<file path="src/rtl/store_buffer.sv">
// Store buffer: circular FIFO of pending core stores draining to data memory,
// with word-address forwarding of the youngest matching entry to loads.
module store_buffer #(
  parameter int DEPTH = 4,
  parameter int AW    = 32,
  parameter int DW    = 32
) (
  input  logic                     clk,
  input  logic                     reset,
  input  logic                     MemWrite,
  input  logic [AW-1:0]            DataAdr,
  input  logic [DW-1:0]            WriteData,
  output logic                     Full,
  output logic                     Empty,
  output logic [$clog2(DEPTH):0]   Count,
  output logic                     MemReq,
  output logic [AW-1:0]            MemAdr,
  output logic [DW-1:0]            MemWData,
  input  logic                     MemAck,
  input  logic [AW-1:0]            LdAdr,
  output logic                     FwdHit,
  output logic [DW-1:0]            FwdData,
  output logic                     Overflow
);

  localparam int PW = $clog2(DEPTH);
  localparam int CW = PW + 1;

  logic [PW-1:0] head, tail, idx;
  logic [CW-1:0] count_q;
  logic          overflow_q;
  logic          push, pop;

  logic [AW-1:0] adr_mem [DEPTH];
  logic [DW-1:0] dat_mem [DEPTH];

  // Word match ignores the byte offset; XOR form keeps every address bit in use.
  function automatic logic word_match(input logic [AW-1:0] a, input logic [AW-1:0] b);
    return ((a ^ b) >> 2) == '0;
  endfunction

  assign Full     = (count_q == CW'(DEPTH));
  assign Empty    = (count_q == '0);
  assign Count    = count_q;
  assign Overflow = overflow_q;
  assign push     = MemWrite && !Full;
  assign pop      = !Empty && MemAck;

  always_ff @(posedge clk or posedge reset) begin
    if (reset) begin
      head       <= '0;
      tail       <= '0;
      count_q    <= '0;
      overflow_q <= 1'b0;
    end else begin
      if (push) tail <= tail + 1'b1;
      if (pop)  head <= head + 1'b1;
      case ({push, pop})
        2'b10:   count_q <= count_q + 1'b1;
        2'b01:   count_q <= count_q - 1'b1;
        default: count_q <= count_q;
      endcase
      if (MemWrite && Full) overflow_q <= 1'b1;
    end
  end

  // Entry storage is data only; validity is carried entirely by head/count.
  always_ff @(posedge clk) begin
    if (push) begin
      adr_mem[tail] <= DataAdr;
      dat_mem[tail] <= WriteData;
    end
  end

  assign MemReq   = !Empty;
  assign MemAdr   = Empty ? '0 : adr_mem[head];
  assign MemWData = Empty ? '0 : dat_mem[head];

  // Scan oldest to youngest so the last match seen is the youngest.
  always_comb begin
    FwdHit  = 1'b0;
    FwdData = '0;
    idx     = head;
    for (int k = 0; k < DEPTH; k++) begin
      idx = head + PW'(k);
      if ((CW'(k) < count_q) && word_match(LdAdr, adr_mem[idx])) begin
        FwdHit  = 1'b1;
        FwdData = dat_mem[idx];
      end
    end
  end

endmodule

</file>
<file path="config.mk">
export PLATFORM = sky130hd
export DESIGN_NAME = store_buffer
export DESIGN_NICKNAME = d
export VERILOG_FILES = /design/src/rtl/store_buffer.sv
export SDC_FILE = /design/constraint.sdc
export NUM_CORES = 1
export LEC_CHECK = 0
export BUFFER_PORTS_ARGS = -buffer_cell sky130_fd_sc_hd__buf_2
export CAP_MARGIN = 20
export CORE_MARGIN = 2
export CORE_UTILIZATION = 40
export DETAILED_ROUTE_END_ITERATION = 8
export GPL_TIMING_DRIVEN = 0
export RECOVER_POWER = 100
export SYNTH_ARGS = -nofsm -noshare
export SYNTH_HDL_FRONTEND = slang
export SYNTH_SLANG_ARGS = --single-unit
</file>
<file path="constraint.sdc">
create_clock -name clk -period 5.6 [get_ports clk]
set_input_delay 1.12 -clock clk [delete_from_list [all_inputs] [get_ports clk]]
set_output_delay 1.12 -clock clk [all_outputs]
set_load 0.02 [all_outputs]
</file>
Word level (Yosys, flattened, before mapping). Memories as Yosys holds them, arrays and structs flattened. Cells that the tools add are included.

Bits in read-only memories: 0. Memory bits (writable): 256. Latch bits: 0. Memories kept: 2. Logic and storage cells: 51. Register bits after elaboration: 8.

Memories: adr_mem (words 4, bits a word 32, read ports 4, clocked after memory_dff 0, write ports 1, line 34) `logic [AW-1:0] adr_mem [DEPTH];`; dat_mem (words 4, bits a word 32, read ports 4, clocked after memory_dff 0, write ports 1, line 35) `logic [DW-1:0] dat_mem [DEPTH];`.

Shift-type cells: 0. Multiply operators: 0. Divide/modulo/power cells: 0. Add/sub/neg operators: 6. Bitwise gates (word level): 4. Muxes and demuxes: 13. Reductions and logical operators: 15. Magnitude comparators: 4. Equality and inequality tests: 3.

Operators by type and width (count): 2-to-1 mux 32 bit (6); logical NOT 32 bit (4); XOR 32 bit (4); logical AND 1 bit (7); < comparator 1 x 3 -> 1 bit, first input constant (2); < comparator 2 x 3 -> 1 bit, first input constant (2); 2-to-1 mux 1 bit (6); case mux 3 bit (2 select lines) (1); adder 2 x 1 -> 2 bit, second input constant (2); adder 2 bit, second input constant (2); adder 3 x 1 -> 3 bit, second input constant (1); equality test 3 bit, second input constant (1); logical NOT 3 bit (1); subtractor 3 x 1 -> 3 bit, second input constant (1); equality test 2 x 1 -> 1 bit, second input constant (1); equality test 2 bit, second input constant (1); logical NOT 1 bit (2); nonzero test 2 bit (1).

Depth between registers and ports, before layout. An unclocked memory read counts as a cell.

Depth after elaboration: 8. Mapped depth: 16.

Worst setup path before layout. OpenSTA, ideal clock, no wires.

Kind: input -> output. Start: in LdAdr[31]. End: out FwdData[18]. Arrival: 4.145 ns. Path slack: 0.335 ns. Cell stages on the path: 12. Cell sequence: buf_1 -> nor2b_1 -> a221oi_1 -> o2111ai_1 -> or4_1 -> nor4_2 -> nand2_2 -> and2_1 -> a21o_1 -> buf_6 -> buf_6 -> o31ai_1.

Longest elaborated chain between the ends: 7. Elaborated cells between the ends (all ways): 16.

RTL lines: start, declared (line 20) `input logic [AW-1:0] LdAdr,`; XOR 32 bit (line 39) `return ((a ^ b) >> 2) == '0;`; logical NOT 32 bit (line 39); logical AND 1 bit (line 86) `if ((CW'(k) < count_q) && word_match(LdAdr, adr_mem[idx])) begin`; 2-to-1 mux 32 bit (3 in a row) (line 86); 2-to-1 mux 32 bit * (line 86); end, declared (line 22) `output logic [DW-1:0] FwdData,`.

Every way passes the cells marked *; elsewhere a longest branch is shown, timed or not.

Final worst setup path.
Start: reg head[0]. End: out FwdData[3].

Longest elaborated chain between the ends: 8. Elaborated cells between the ends (all ways): 21.

RTL lines: start, declared (line 29) `logic [PW-1:0] head, tail, idx;`; start signal, assigned (line 57) `if (pop) head <= head + 1'b1;`; adder 2 x 1 -> 2 bit or memory (4 x 32 bit) (tied branches); memory (4 x 32 bit) or XOR 32 bit (tied branches); XOR 32 bit or logical NOT 32 bit (tied branches) (line 39); logical NOT 32 bit or logical AND 1 bit (tied branches) (line 39, 86); logical AND 1 bit or 2-to-1 mux 32 bit (tied branches) (line 86); 2-to-1 mux 32 bit (2 in a row) (line 86); 2-to-1 mux 32 bit * (line 86).

Marks and branches as above.

==> impl_results.md <==
* Status: complete, but fails checks
* Failing checks: max-capacitance violations, max-slew violations, negative setup slack
* Die height at 213 um
* Worst setup margin at -165 ps
* Combinational Power Share at about three fifths
* RSZ-0062 raised after global routing: yes
* Hold WC Path Type: in2async
* Core area at roughly 0.043 mm2
* Vias in the first global route at around 14k
* Rows at between 70 and 80
* Vias at between 10k and 15k
* Fillers at just under 4k
* Clock share of power at ~17%
* Proportion of synthesized area in mux cells at between 20% and 30%
* GP Congestion at around 1
* Via/cell ratio at around 6.3
* Cell Int Power at roughly 7 mW
* P_leak at ~7.8 nW
* Post-Route WL at ~66000 um
* Clock buffer depth at 3
* Die area at 0.0452 mm2
* Overall power at approximately 13 mW
* Slew headroom at -54.7%
* Final Max Tran Viols at 171
* Synth Area in Simple Gates at 10.7%
* Area contributors post-synth: edfxtp_1 (44%), mux4_2 (15%), mux2i_1 (8.3%), xnor2_1 (3.9%), nand2_1 (3.0%)
* Final period utilization at 103%
* GR peak layer: met2
* Setup WS pre-CTS at -689 ps
* Global-route wire length before repair at slightly above 90000 um
* Yosys warns at 0
* Worst EP arrival at about 4700 ps
* Seq cells post-synth at around 260
* XOR/XNOR Fraction of Synth Area at 4.78%
* Detailed Routing Iterations Pass 1 at 8
* Worst path required time at roughly 4500 ps
* Hold buffer count at cts at 0
* F_max at roughly 170 MHz
* Reg power frac at ~22%
* Cell taking the most area after synthesis: edfxtp_1
* Asr flop ratio synth at roughly 3.0%
* # DRC at 0
* Syn_nets at roughly 1.5k
* Cell variety after synth at a little over 70
* Area share of fa/ha/maj cells after synthesis at less than 1%
* Initial antenna violation count at 6
* Main combinational cell family by area after synthesis: multiplexers
* Clock sink total at 264
* Layout cells sized above 1 at 30.3%
* IO Pins at a little over 200
* Crit end category: output port
* Seq/Total Area, Yosys at 45.3%
* CTS root buf: clkbuf_16
* CTS tree: yes
* Effective utilization at floorplan at approximately two fifths
* Worst skew pair latency at slightly below 600 ps
* Final nets at roughly 1.8k
* DR iter-0 viols at 1727
* Avg WL per Cell at about 29 um
* Die Wd at about 210 um
* M3 GR Usage at 6.41%
* Post-synthesis compound-gate area fraction at 8.57%
* VDD IR-drop max at 0.327 mV
* Clk pin slew, worst setup/hold paths at approximately 60 ps
* Most common library cells after synthesis: edfxtp_1 (256), mux2i_1 (144), nand2_1 (137), mux4_2 (114), xnor2_1 (78)
* Top-area cell type share of the netlist area at between 40% and 50%
* Setup violators final at 33
* P&R area growth vs syn at 24.9%
* Cell with the most instances after synthesis: edfxtp_1
* Synthesized area per cell at 12.3 um2
* Final Hold Vio Count at 0
* Switching portion of total power at between 40% and 50%
* Switching power at between 5 and 6 mW
* Least-Margin Pin Slew at approximately 2300 ps
* CP max FO at 10
* CTS buffer count at 31
* Number of flops mapped to enable cells by yosys at approximately 260
* Critical path class: reg2out
* Clock skew at around 11 ps
* M2 GR Usage at between 40 and 50%
* Min Tclk post-route at about 5800 ps
* Synth Cell Area at roughly 0.017 mm2
* H-tree lvl count at 1
* Input/output buffers at 182
* Max-cap violations at 5
* Syn Inst Count at around 1.4k
* Total GRT Usage at between 20 and 30%
* Worst setup SP type: flop
* Total grt overflow at 0
* Power per Cell Area at 594 mW/mm2
* Post-route antenna net violation count at 0
* DP HPWL at 46500 um
* Primary FF master, synth: edfxtp_1
* Largest net degree at the start of global routing at 50
* M1 GR Usage at 38.6%
## power groups by stage
stage,Sequential [mW],Clock [mW],Combinational (mW)
final,2.90,2.20,7.82
after global routing,2.94,2.30,8.17
after CTS,2.86,2.23,7.47
after detailed placement,2.88,0,6.98
after global placement,2.92,0,6.89
after floorplan,2.84,0,4.74
## stage by stage
| step | instance area (um2) | utilization, % | hold WS, ps | TNS [ps] | std cells |
|---|---|---|---|---|---|
| CTS | 21200 | 49.4 | 450 | -1150 | 2260 |
| finish | 21700 | 50.6 | 456 | -3360 | 2288 |
| detailed placement | 19200 | 44.6 | 446 | -16930 | 2182 |
| global route | 21700 | 50.6 | 485 | -8220 | 2287 |
| global placement | 19000 | 44.3 | 436 | -18900 | 2178 |
| floorplan | 17400 | - | 565 | 0 | 1411 |
## registers in the layout (all words and copies together), names as in the netlist
name and cells:
adr_mem 128, dat_mem 128, Count 3, head 2, tail 2, Overflow 1
## logic make-up after synthesis
logic type,count (synthesis)
AOI/OAI and AO/OA,208
xor gates and xnor gates,95
adders and majority gates,9
buffers and inverters,147
DFF,264
muxes,300
and+or+nand+nor,388
## repair_timing
action                                  4_1_cts  5_1_grt
endpoints found under the setup margin       70       34
setup buffers                                23       24
gates resized for setup                     175      118
cloned                                        0        4
pin swaps                                    14       27
## layer usage
layer  up-vias  wire, um
li1       6061         -
met1      7257     26300
met2       858     30300
met3       165      6430
met4        10      2560
met5         -        69
## placed cells by master (no fill, tap or decap), drive strengths merged, types with 4 or more instances in the layout
| cell | count |
|---|---|
| o31ai | 28 |
| mux2 | 41 |
| xnor2 | 78 |
| o22ai | 16 |
| inv | 22 |
| a211oi | 14 |
| bufinv | 7 |
| mux4 | 114 |
| nand2b | 11 |
| o2111ai | 7 |
| ha | 9 |
| buf | 189 |
| a21oi | 48 |
| dfrtp | 8 |
| a32oi | 25 |
| a22oi | 16 |
| clkinv | 10 |
| nor4 | 7 |
| or4 | 4 |
| xor2 | 17 |
| nand3 | 60 |
| edfxtp | 256 |
| nor3 | 7 |
| o21ai | 14 |
| and2 | 23 |
| nor2 | 72 |
| nand2 | 138 |
| and3 | 31 |
| or3 | 4 |
| a222oi | 4 |
| mux2i | 145 |
| nand4 | 20 |
| clkbuf | 206 |
## worst max-delay path, stage by stage, from the launching register on
cell and delay, ps:
dfrtp_2 440, buf_12 150, buf_16 140, buf_12 120, buf_16 130, buf_12 140
mux2i_4 180, a222oi_1 630, o21ai_1 190, nor4_4 360, nand4b_4 220, buf_4 200
buf_12 120, clkbuf_4 200, nand3_1 90, a32oi_1 130, o31ai_1 350, buf_2 240
## area by class of cell
type	count	area (um2)	area share, %
Inverter	24	91.3	0.420
Sequential cell	264	7890	36.3
Tap cell	585	732	3.37
Multi-Input combinational cell	1000	9540	43.9
Timing Repair Buffer	237	1480	6.79
Antenna cell	1	2.50	0.0115
Clock inverter	18	285	1.31
Clock buffer	40	830	3.82
Buffer	119	897	4.13
## worst paths after layout
kind / cells after the start / from / slack (ps) / to
setup / recovery: 17 / head[0] / -170 / FwdData[3]
setup reg to reg: 7 / Count[0] / 740 / adr_mem[0][20]
max in group asynchronous: 2 / reset / 4880 / head[0]
hold reg to reg: 1 / Overflow / 460 / Overflow
hold / removal: 2 / reset / 460 / Overflow
min in group clk: 1 / Overflow / 460 / Overflow
Power figures use the tool's default switching activity.
